<file path="src/rtl/range_tracker_pkg.sv">
// range_tracker_pkg
// Shared types and helpers for the range_tracker block.
//   state_e    : capture FSM states
//   STATE_W    : state encoding width
//   cnt_width(): sample counter width for a given MAX_SAMPLES
package range_tracker_pkg;

    localparam int STATE_W = 2;

    typedef enum logic [STATE_W-1:0] {
        ST_IDLE = 2'd0,
        ST_RUN  = 2'd1,
        ST_DONE = 2'd2,
        ST_ERR  = 2'd3
    } state_e;

    // Counter must hold the value MAX_SAMPLES itself.
    function automatic int cnt_width(input int max_samples);
        return $clog2(max_samples + 1);
    endfunction

endpackage

</file>
<file path="src/rtl/range_tracker_minmax.sv">
// range_tracker_minmax
// Combinational compare unit: folds one sample into the running min/max.
// Optional feature macro: RANGE_TRACKER_SIGNED_EN (signed compare path).
// Ports:
//   min_i, max_i   current extremes
//   sample_i       new sample
//   sel_signed_i   1 = two's-complement compare (macro builds only)
//   min_o, max_o   updated extremes
module range_tracker_minmax #(
    parameter int WIDTH = 8
) (
    input  logic [WIDTH-1:0] min_i,
    input  logic [WIDTH-1:0] max_i,
    input  logic [WIDTH-1:0] sample_i,
    input  logic             sel_signed_i,
    output logic [WIDTH-1:0] min_o,
    output logic [WIDTH-1:0] max_o
);

    logic lt_min;
    logic gt_max;

`ifdef RANGE_TRACKER_SIGNED_EN
    always_comb begin
        if (sel_signed_i) begin
            lt_min = $signed(sample_i) < $signed(min_i);
            gt_max = $signed(sample_i) > $signed(max_i);
        end else begin
            lt_min = sample_i < min_i;
            gt_max = sample_i > max_i;
        end
    end
`else
    logic unused_sel_signed;
    assign unused_sel_signed = sel_signed_i;
    assign lt_min = sample_i < min_i;
    assign gt_max = sample_i > max_i;
`endif

    assign min_o = lt_min ? sample_i : min_i;
    assign max_o = gt_max ? sample_i : max_i;

endmodule

</file>
<file path="src/rtl/range_tracker.sv">
// range_tracker
// Streaming min/max/range finder with sample-count limit, abort and busy.
// Optional feature macro: RANGE_TRACKER_SIGNED_EN (honours signed_mode).
// Ports:
//   clk, rst_n     clock, async active-low reset
//   data_in        sample, taken each RUN edge while go=1
//   go             capture window
//   abort          synchronous return to IDLE, clears everything
//   signed_mode    two's-complement compare select
//   range          max - min of the last capture
//   min_o, max_o   captured extremes
//   count          samples in the last capture
//   finish         results valid (DONE)
//   error          capture overflowed (ERR)
//   busy           capture in progress (RUN)
//
// state | meaning
// ------+--------------------------------------------------------
// IDLE  | waiting for go
// RUN   | sampling; running min/max and count update each edge
// DONE  | results held, finish=1; go restarts a capture
// ERR   | overflow, results zeroed; needs go low then high to restart
module range_tracker
    import range_tracker_pkg::*;
#(
    parameter  int WIDTH       = 8,
    parameter  int MAX_SAMPLES = 255,
    localparam int CNT_W       = cnt_width(MAX_SAMPLES)
) (
    input  logic             clk,
    input  logic             rst_n,
    input  logic [WIDTH-1:0] data_in,
    input  logic             go,
    input  logic             abort,
    input  logic             signed_mode,
    output logic [WIDTH-1:0] range,
    output logic [WIDTH-1:0] min_o,
    output logic [WIDTH-1:0] max_o,
    output logic [CNT_W-1:0] count,
    output logic             finish,
    output logic             error,
    output logic             busy
);

    state_e           state_q, state_d;
    logic [WIDTH-1:0] min_q, min_d;
    logic [WIDTH-1:0] max_q, max_d;
    logic [CNT_W-1:0] cnt_q, cnt_d;
    logic [WIDTH-1:0] range_q, range_d;
    logic [WIDTH-1:0] min_res_q, min_res_d;
    logic [WIDTH-1:0] max_res_q, max_res_d;
    logic [CNT_W-1:0] cnt_res_q, cnt_res_d;
    logic             go_low_seen_q, go_low_seen_d;

    logic [WIDTH-1:0] nxt_min;
    logic [WIDTH-1:0] nxt_max;
    logic [WIDTH:0]   span_full;
    logic             unused_span_msb;

    range_tracker_minmax #(
        .WIDTH (WIDTH)
    ) u_minmax (
        .min_i        (min_q),
        .max_i        (max_q),
        .sample_i     (data_in),
        .sel_signed_i (signed_mode),
        .min_o        (nxt_min),
        .max_o        (nxt_max)
    );

    // In signed mode max >= min as signed values, so the true span still
    // fits in WIDTH unsigned bits; the extra bit is only the borrow.
    assign span_full       = {1'b0, max_q} - {1'b0, min_q};
    assign unused_span_msb = span_full[WIDTH];

    always_comb begin
        state_d       = state_q;
        min_d         = min_q;
        max_d         = max_q;
        cnt_d         = cnt_q;
        range_d       = range_q;
        min_res_d     = min_res_q;
        max_res_d     = max_res_q;
        cnt_res_d     = cnt_res_q;
        go_low_seen_d = go_low_seen_q;

        if (abort) begin
            state_d       = ST_IDLE;
            min_d         = '0;
            max_d         = '0;
            cnt_d         = '0;
            range_d       = '0;
            min_res_d     = '0;
            max_res_d     = '0;
            cnt_res_d     = '0;
            go_low_seen_d = 1'b0;
        end else begin
            unique case (state_q)
                ST_IDLE, ST_DONE: begin
                    if (go) begin
                        state_d = ST_RUN;
                        min_d   = data_in;
                        max_d   = data_in;
                        cnt_d   = CNT_W'(1);
                    end
                end
                ST_RUN: begin
                    if (!go) begin
                        state_d   = ST_DONE;
                        range_d   = span_full[WIDTH-1:0];
                        min_res_d = min_q;
                        max_res_d = max_q;
                        cnt_res_d = cnt_q;
                    end else if (cnt_q == CNT_W'(MAX_SAMPLES)) begin
                        state_d       = ST_ERR;
                        range_d       = '0;
                        min_res_d     = '0;
                        max_res_d     = '0;
                        cnt_res_d     = '0;
                        go_low_seen_d = 1'b0;
                    end else begin
                        min_d = nxt_min;
                        max_d = nxt_max;
                        cnt_d = cnt_q + CNT_W'(1);
                    end
                end
                ST_ERR: begin
                    // go stuck high after an overflow must not restart.
                    if (!go) begin
                        go_low_seen_d = 1'b1;
                    end else if (go_low_seen_q) begin
                        state_d       = ST_RUN;
                        min_d         = data_in;
                        max_d         = data_in;
                        cnt_d         = CNT_W'(1);
                        go_low_seen_d = 1'b0;
                    end
                end
                default: state_d = ST_IDLE;
            endcase
        end
    end

    always_ff @(posedge clk or negedge rst_n) begin
        if (!rst_n) begin
            state_q       <= ST_IDLE;
            min_q         <= '0;
            max_q         <= '0;
            cnt_q         <= '0;
            range_q       <= '0;
            min_res_q     <= '0;
            max_res_q     <= '0;
            cnt_res_q     <= '0;
            go_low_seen_q <= 1'b0;
        end else begin
            state_q       <= state_d;
            min_q         <= min_d;
            max_q         <= max_d;
            cnt_q         <= cnt_d;
            range_q       <= range_d;
            min_res_q     <= min_res_d;
            max_res_q     <= max_res_d;
            cnt_res_q     <= cnt_res_d;
            go_low_seen_q <= go_low_seen_d;
        end
    end

    assign range  = range_q;
    assign min_o  = min_res_q;
    assign max_o  = max_res_q;
    assign count  = cnt_res_q;
    assign finish = (state_q == ST_DONE);
    assign error  = (state_q == ST_ERR);
    assign busy   = (state_q == ST_RUN);

endmodule

</file>
<file path="config.mk">
export PLATFORM = sky130hd
export DESIGN_NAME = range_tracker
export DESIGN_NICKNAME = d
export VERILOG_FILES = /design/src/rtl/range_tracker_pkg.sv /design/src/rtl/range_tracker_minmax.sv /design/src/rtl/range_tracker.sv
export SDC_FILE = /design/constraint.sdc
export NUM_CORES = 1
export LEC_CHECK = 0
export BUFFER_PORTS_ARGS = -buffer_cell sky130_fd_sc_hd__buf_2
export CORE_MARGIN = 8
export CORE_UTILIZATION = 52
export CTS_CLUSTER_DIAMETER = 80
export DETAILED_ROUTE_END_ITERATION = 6
export PLACE_DENSITY = 0.79
export SETUP_SLACK_MARGIN = 0.02
export SKIP_LAST_GASP = 1
export SLEW_MARGIN = 30
export SYNTH_ARGS = -nofsm -noshare
export SYNTH_HDL_FRONTEND = slang
export SYNTH_HIERARCHICAL = 1
export SYNTH_SLANG_ARGS = --single-unit
</file>
<file path="constraint.sdc">
create_clock -name clk -period 1.85 [get_ports clk]
set_input_delay 0.4625 -clock clk [delete_from_list [all_inputs] [get_ports clk]]
set_output_delay 0.4625 -clock clk [all_outputs]
set_load 0.02 [all_outputs]
</file>
Word-level counts from Yosys, hierarchy flattened
Index checks and enable logic that the tools add are counted.
{"block": "word_totals", "register_bits": 59, "inputBits": 13, "output_inout_bits": 35, "wordCells": 82}
{"block": "classes", "addsub": 2, "order_cmp": 2, "eq_ne": 14, "mux": 45, "reduce_logical": 10}
{"cell": "8-bit 2-to-1 mux", "count": 30}
{"cell": "8-bit one-hot mux with 3 select lines", "count": 3}
{"cell": "2-bit 2-to-1 mux", "count": 6}
{"cell": "3-bit by 2-bit != test with 1-bit output, second input constant", "count": 4}
{"cell": "3-bit != test, second input constant", "count": 4}
{"cell": "6-bit AND reduction", "count": 2}
{"cell": "8-bit by 1-bit adder with 8-bit output, second input constant", "count": 1}
{"cell": "8-bit == test, second input constant", "count": 1}
{"cell": "8-bit greater-than comparator", "count": 1}
{"cell": "8-bit < comparator", "count": 1}
{"cell": "8-bit subtractor", "count": 1}
{"cell": "2-bit one-hot mux with 3 select lines", "count": 1}
{"cell": "5-bit AND reduction", "count": 1}
{"cell": "2-bit == test, second input constant", "count": 2}
{"cell": "1-bit 2-to-1 mux", "count": 4}
{"cell": "4-bit by 3-bit != test with 1-bit output, second input constant", "count": 1}
{"cell": "4-bit AND reduction", "count": 1}
{"cell": "3-bit by 1-bit != test with 1-bit output, second input constant", "count": 1}
{"cell": "3-bit AND reduction", "count": 1}
{"cell": "3-bit nonzero test", "count": 1}
{"cell": "2-bit by 1-bit == test with 1-bit output, second input constant", "count": 1}
{"cell": "2-bit zero test", "count": 1}
{"cell": "1-bit one-hot mux with 2 select lines", "count": 1}
{"cell": "2-bit AND reduction", "count": 1}
{"cell": "2 further kinds", "count": 2}

Longest topological paths before layout
{"block": "logic_depth", "word_depth": 6, "ltp_mapped": 9, "mapped_depth_nobuf": 9}

By module
The synthesis kept the hierarchy.
{"module": "range_tracker", "instances": 1, "cells_each": 332, "area_per_inst_um2": 3009.1, "seq_area_each_um2": 1476.4}
{"module": "range_tracker_minmax", "instances": 1, "cells_each": 69, "area_per_inst_um2": 570.5, "seq_area_each_um2": 0.0}

Worst setup path before layout
Ideal clock, no wire load.
{"block": "synth_timing", "path_type": "register -> register", "from": "register max_q[1]", "to": "register max_q[4]", "setup_ns": 0.136, "t_arrival_ns": 1.886, "required_time_ns": 1.714, "setup_slack_ns": -0.172, "stages_incl_launch_ff": 10, "path_buffers": 0, "period_less_slack_ns": 2.022, "cell_sequence": "dfrtp_1 -> inv_1 -> ha_1 -> nor2b_1 -> o211ai_1 -> a21oi_2 -> o22ai_4 -> mux2_2 -> a21oi_1 -> o31ai_1"}
{"block": "synth_between", "elab_chain_cells": 3}
{"element": "from (decl)", "line_no": "range_tracker.sv:47", "rtl": "logic [WIDTH-1:0] max_q, max_d;"}
{"element": "from (signal assigned)", "line_no": "range_tracker.sv:158", "rtl": "max_q <= max_d;"}
{"element": "8-bit greater-than comparator", "line_no": "range_tracker_minmax.sv:37", "rtl": "assign gt_max = sample_i > max_i;"}
{"element": "3-bit by 2-bit != test with 1-bit output (no line)"}
{"element": "6-bit AND reduction (no line)"}
No other way between the ends.
A chain may end at the register's enable or synchronous reset.

Final worst setup path
{"block": "layout_timing", "from": "register max_q[4]", "to": "register max_q[7]"}
The elaborated chain is that of the path after synthesis.

==> flow_metrics.py <==
metrics = {
    "logic_synthesis": {
        "yosys.area.top_type": "dfrtp_1",
        "yosys_warnings": 6,
        "avgSynthCellArea_um2": 8.93,
        "synth_seq_area_share": 0.412,
        "synth_top_cell_area_share": 0.412,
        "synth_top_flop_cell": "dfrtp_1",
        "async_reset_ff_frac": 1.00,
        "yosys-top-cells-count": "84 x nand2_1, 59 x dfrtp_1, 41 x o21ai_0, 35 x a21oi_1, 25 x inv_1",
        "synth_nets": 439,
        "synthTopCellsByArea": "dfrtp_1 41%, nand2_1 8.8%, ha_1 8.4%",
        "synth_area_mm2": 0.00358,
        "synth_most_common_cell": "nand2_1",
        "yosys_register_bits": 59,
        "syn_inst": 401,
        "synth_edf_count": 0,
        "synth_cell_types": 49,
    },
    "cts": {
        "numCtsBuffers": 9,
        "cts_buffer_depth": 2,
        "clk_latency_ns": 0.34,
        "root_buffer": "clkbuf_8",
        "cts.clk_slew.worst_paths_ns": 0.07,
        "cts_tree": "yes",
        "hold_buffers": 0,
        "htreeDepth": 3,
        "cts.sink_count": 59,
    },
    "detailed_routing": {
        "dr.pass1.iters": 4,
        "num_vias": 3314,
        "drc": 0,
        "routedWlPerCell_um": 17.3,
        "antenna_left": 0,
        "vias_per_cell": 5.71,
        "routed_wl_um": 10000,
        "drt_iter0_markers": 266,
    },
    "sta": {
        "finalCritPeriodShare": 1.13,
        "hold_violations": 0,
        "relSlewSlack": 0.710,
        "fmax_mhz": 480,
        "maxSlewViolCount": 0,
        "rsz0062_at_grt": "true",
        "timing.final.crit_period_ns": 2.08,
        "timing.final.ws_setup_ns": -0.232,
        "fin_skew_ns": 0.00956,
        "setup_viol": 17,
        "tightest_slew_ns": 0.435,
    },
    "pwr": {
        "p_per_area_mw_per_mm2": 792,
        "peakVddDrop_v": 0.000349,
        "cellLeakagePower_uw": 0.00224,
    },
    "finish": {
        "synthToLayoutAreaGrowth_pct": 34.8,
        "antenna_cells": 0,
        "finalNonFillerCells": 580,
        "drive_gt1_frac": 0.400,
        "design_area_mm2": 0.00483,
        "nNetsFinal": 533,
    },
    "placed_design": {
        "place_area_mm2": 0.00429,
        "portBuffers": 46,
        "place_hpwl_um": 6510,
        "gp_congestion": 0.874,
        "place_inst": 553,
    },
    "critical_path": {
        "end_kind": "flop",
        "crit_arrival_ns": 2.31,
        "cp-start-kind": "flop",
        "rr_worst_depth": 9,
        "reg2reg_from": "max_q[4]",
        "r2r_end": "max_q[7]",
        "path_class": "flop to flop",
        "reg2reg_slack_ns": -0.23,
        "worstPathMaxFanout": 3,
        "critical_path.startpoint": "max_q[4]",
        "worstPathRequired_ns": 2.08,
    },
    "floorplan": {
        "core_area_mm2": 0.00672,
        "initial_core_util": 0.533,
        "io_pins": 48,
        "die_area_mm2": 0.00980,
        "fp.dieH_um": 99.0,
        "die_w_um": 99.0,
        "rows": 30,
    },
    "run": {
        "drv_cap": 0,
    },
    "run_status": {
        "violations": "negative setup slack",
        "status": "finished, violations left",
    },
    "global_routing": {
        "grt_pass1_vias": 3258,
        "overflow": 0,
        "grt_pass1_wl_um": 15400,
        "grt_use_total": 0.192,
        "grt_max_degree": 60,
        "antenna_found_initial": 0,
    },
    "hold_path": {
        "hp-class": "input pin to asynchronous set/reset pin",
    },
}
==> stage by stage <==
stage           util  TNS [ns]  setup slack, ns  power [uW]  hold slack (ns)
3_3_place_gp   0.639     -5.20           -0.368        2420            0.455
6_report       0.718     -2.00           -0.232        3820            0.114
4_1_cts        0.685     -1.99           -0.226        3660            0.137
3_5_place_dp   0.639     -6.15           -0.434        2460            0.461
2_1_floorplan      -     -1.36           -0.172        2100            0.167
5_1_grt        0.718     -3.76           -0.324        3990            0.148
==> final cells by class <==
class / instances / area (um2)
clock buffer: 15 / 186
clock inverter: 1 / 5.00
fill: 469 / 1890
inverter: 25 / 106
multi-input combinational: 298 / 2220
sequential: 59 / 1480
tap: 80 / 100
timing repair buffer: 102 / 728
==> worst max-delay path, cell delays in order (launching register included) <==
cell and delay (ns):
dfrtp_1 0.40, inv_2 0.07, ha_4 0.26, nand4_1 0.22, a21oi_2 0.22, o22ai_4 0.11
buf_6 0.15, mux2_4 0.30, a21oi_2 0.16, o31ai_2 0.07
==> placed cells by master (no fill, tap or decap), types with 12 or more instances in the layout <==
cell | Yosys | layout
o31ai_1 | 18 | 14
dfrtp_1 | 59 | 53
nor2b_1 | 14 | 12
a21oi_2 | 1 | 20
buf_4 | 4 | 47
clkbuf_8 | 0 | 13
mux2_4 | 1 | 15
o21ai_0 | 41 | 37
a21oi_1 | 35 | 14
inv_1 | 25 | 15
ha_1 | 24 | 15
buf_2 | 2 | 46
nor2_1 | 16 | 16
nand2_1 | 84 | 84
==> cells by family (layout without fill, tap and decap cells) <==
logic type      after synthesis  in the layout  synth area share
xor+xnor                      3              3           0.00734
compound gates              115            115             0.200
simple gates                137            137             0.174
buf+inv                      44            143            0.0598
fa+ha+maj                    25             25            0.0895
flops                        59             59             0.412
mux                          18             18            0.0573
==> metal layers <==
metal	wire, um	up-vias	GRT usage
met1	4290	1607	0.246
met3	554	19	0.0479
met4	240	0	0.0803
met2	4940	113	0.301
met5	0	-	0
li1	-	1575	-
==> flip-flops by register name, summed over array words and instances (netlist names) <==
name / cells
cnt_q: 8
count: 8
max_o: 8
max_q: 8
min_o: 8
min_q: 8
range: 8
state_q: 2
go_low_seen_q: 1
==> what timing repair did <==
item	CTS	global route
resized for setup	22	41
hold endpoints to repair	0	0
pin swaps	13	21
setup endpoints to repair	21	45
setup buffers	6	7
==> worst max path at each step <==
stage,to,slack (ns),cells past startpoint
3_3_place_gp,max_q[0],-0.37,9
5_1_grt,max_q[1],-0.32,9
2_1_floorplan,max_q[5],-0.17,9
6_report,max_q[7],-0.23,9
3_5_place_dp,max_q[7],-0.43,8
4_1_cts,max_q[7],-0.23,10
==> power by group <==
group          leakage [uW]  internal, uW  switching, uW
clock network     0.0000997           633            509
registers          0.000792          1370           62.9
logic               0.00135           591            657
No activity file was read; power rests on OpenSTA's default activity.
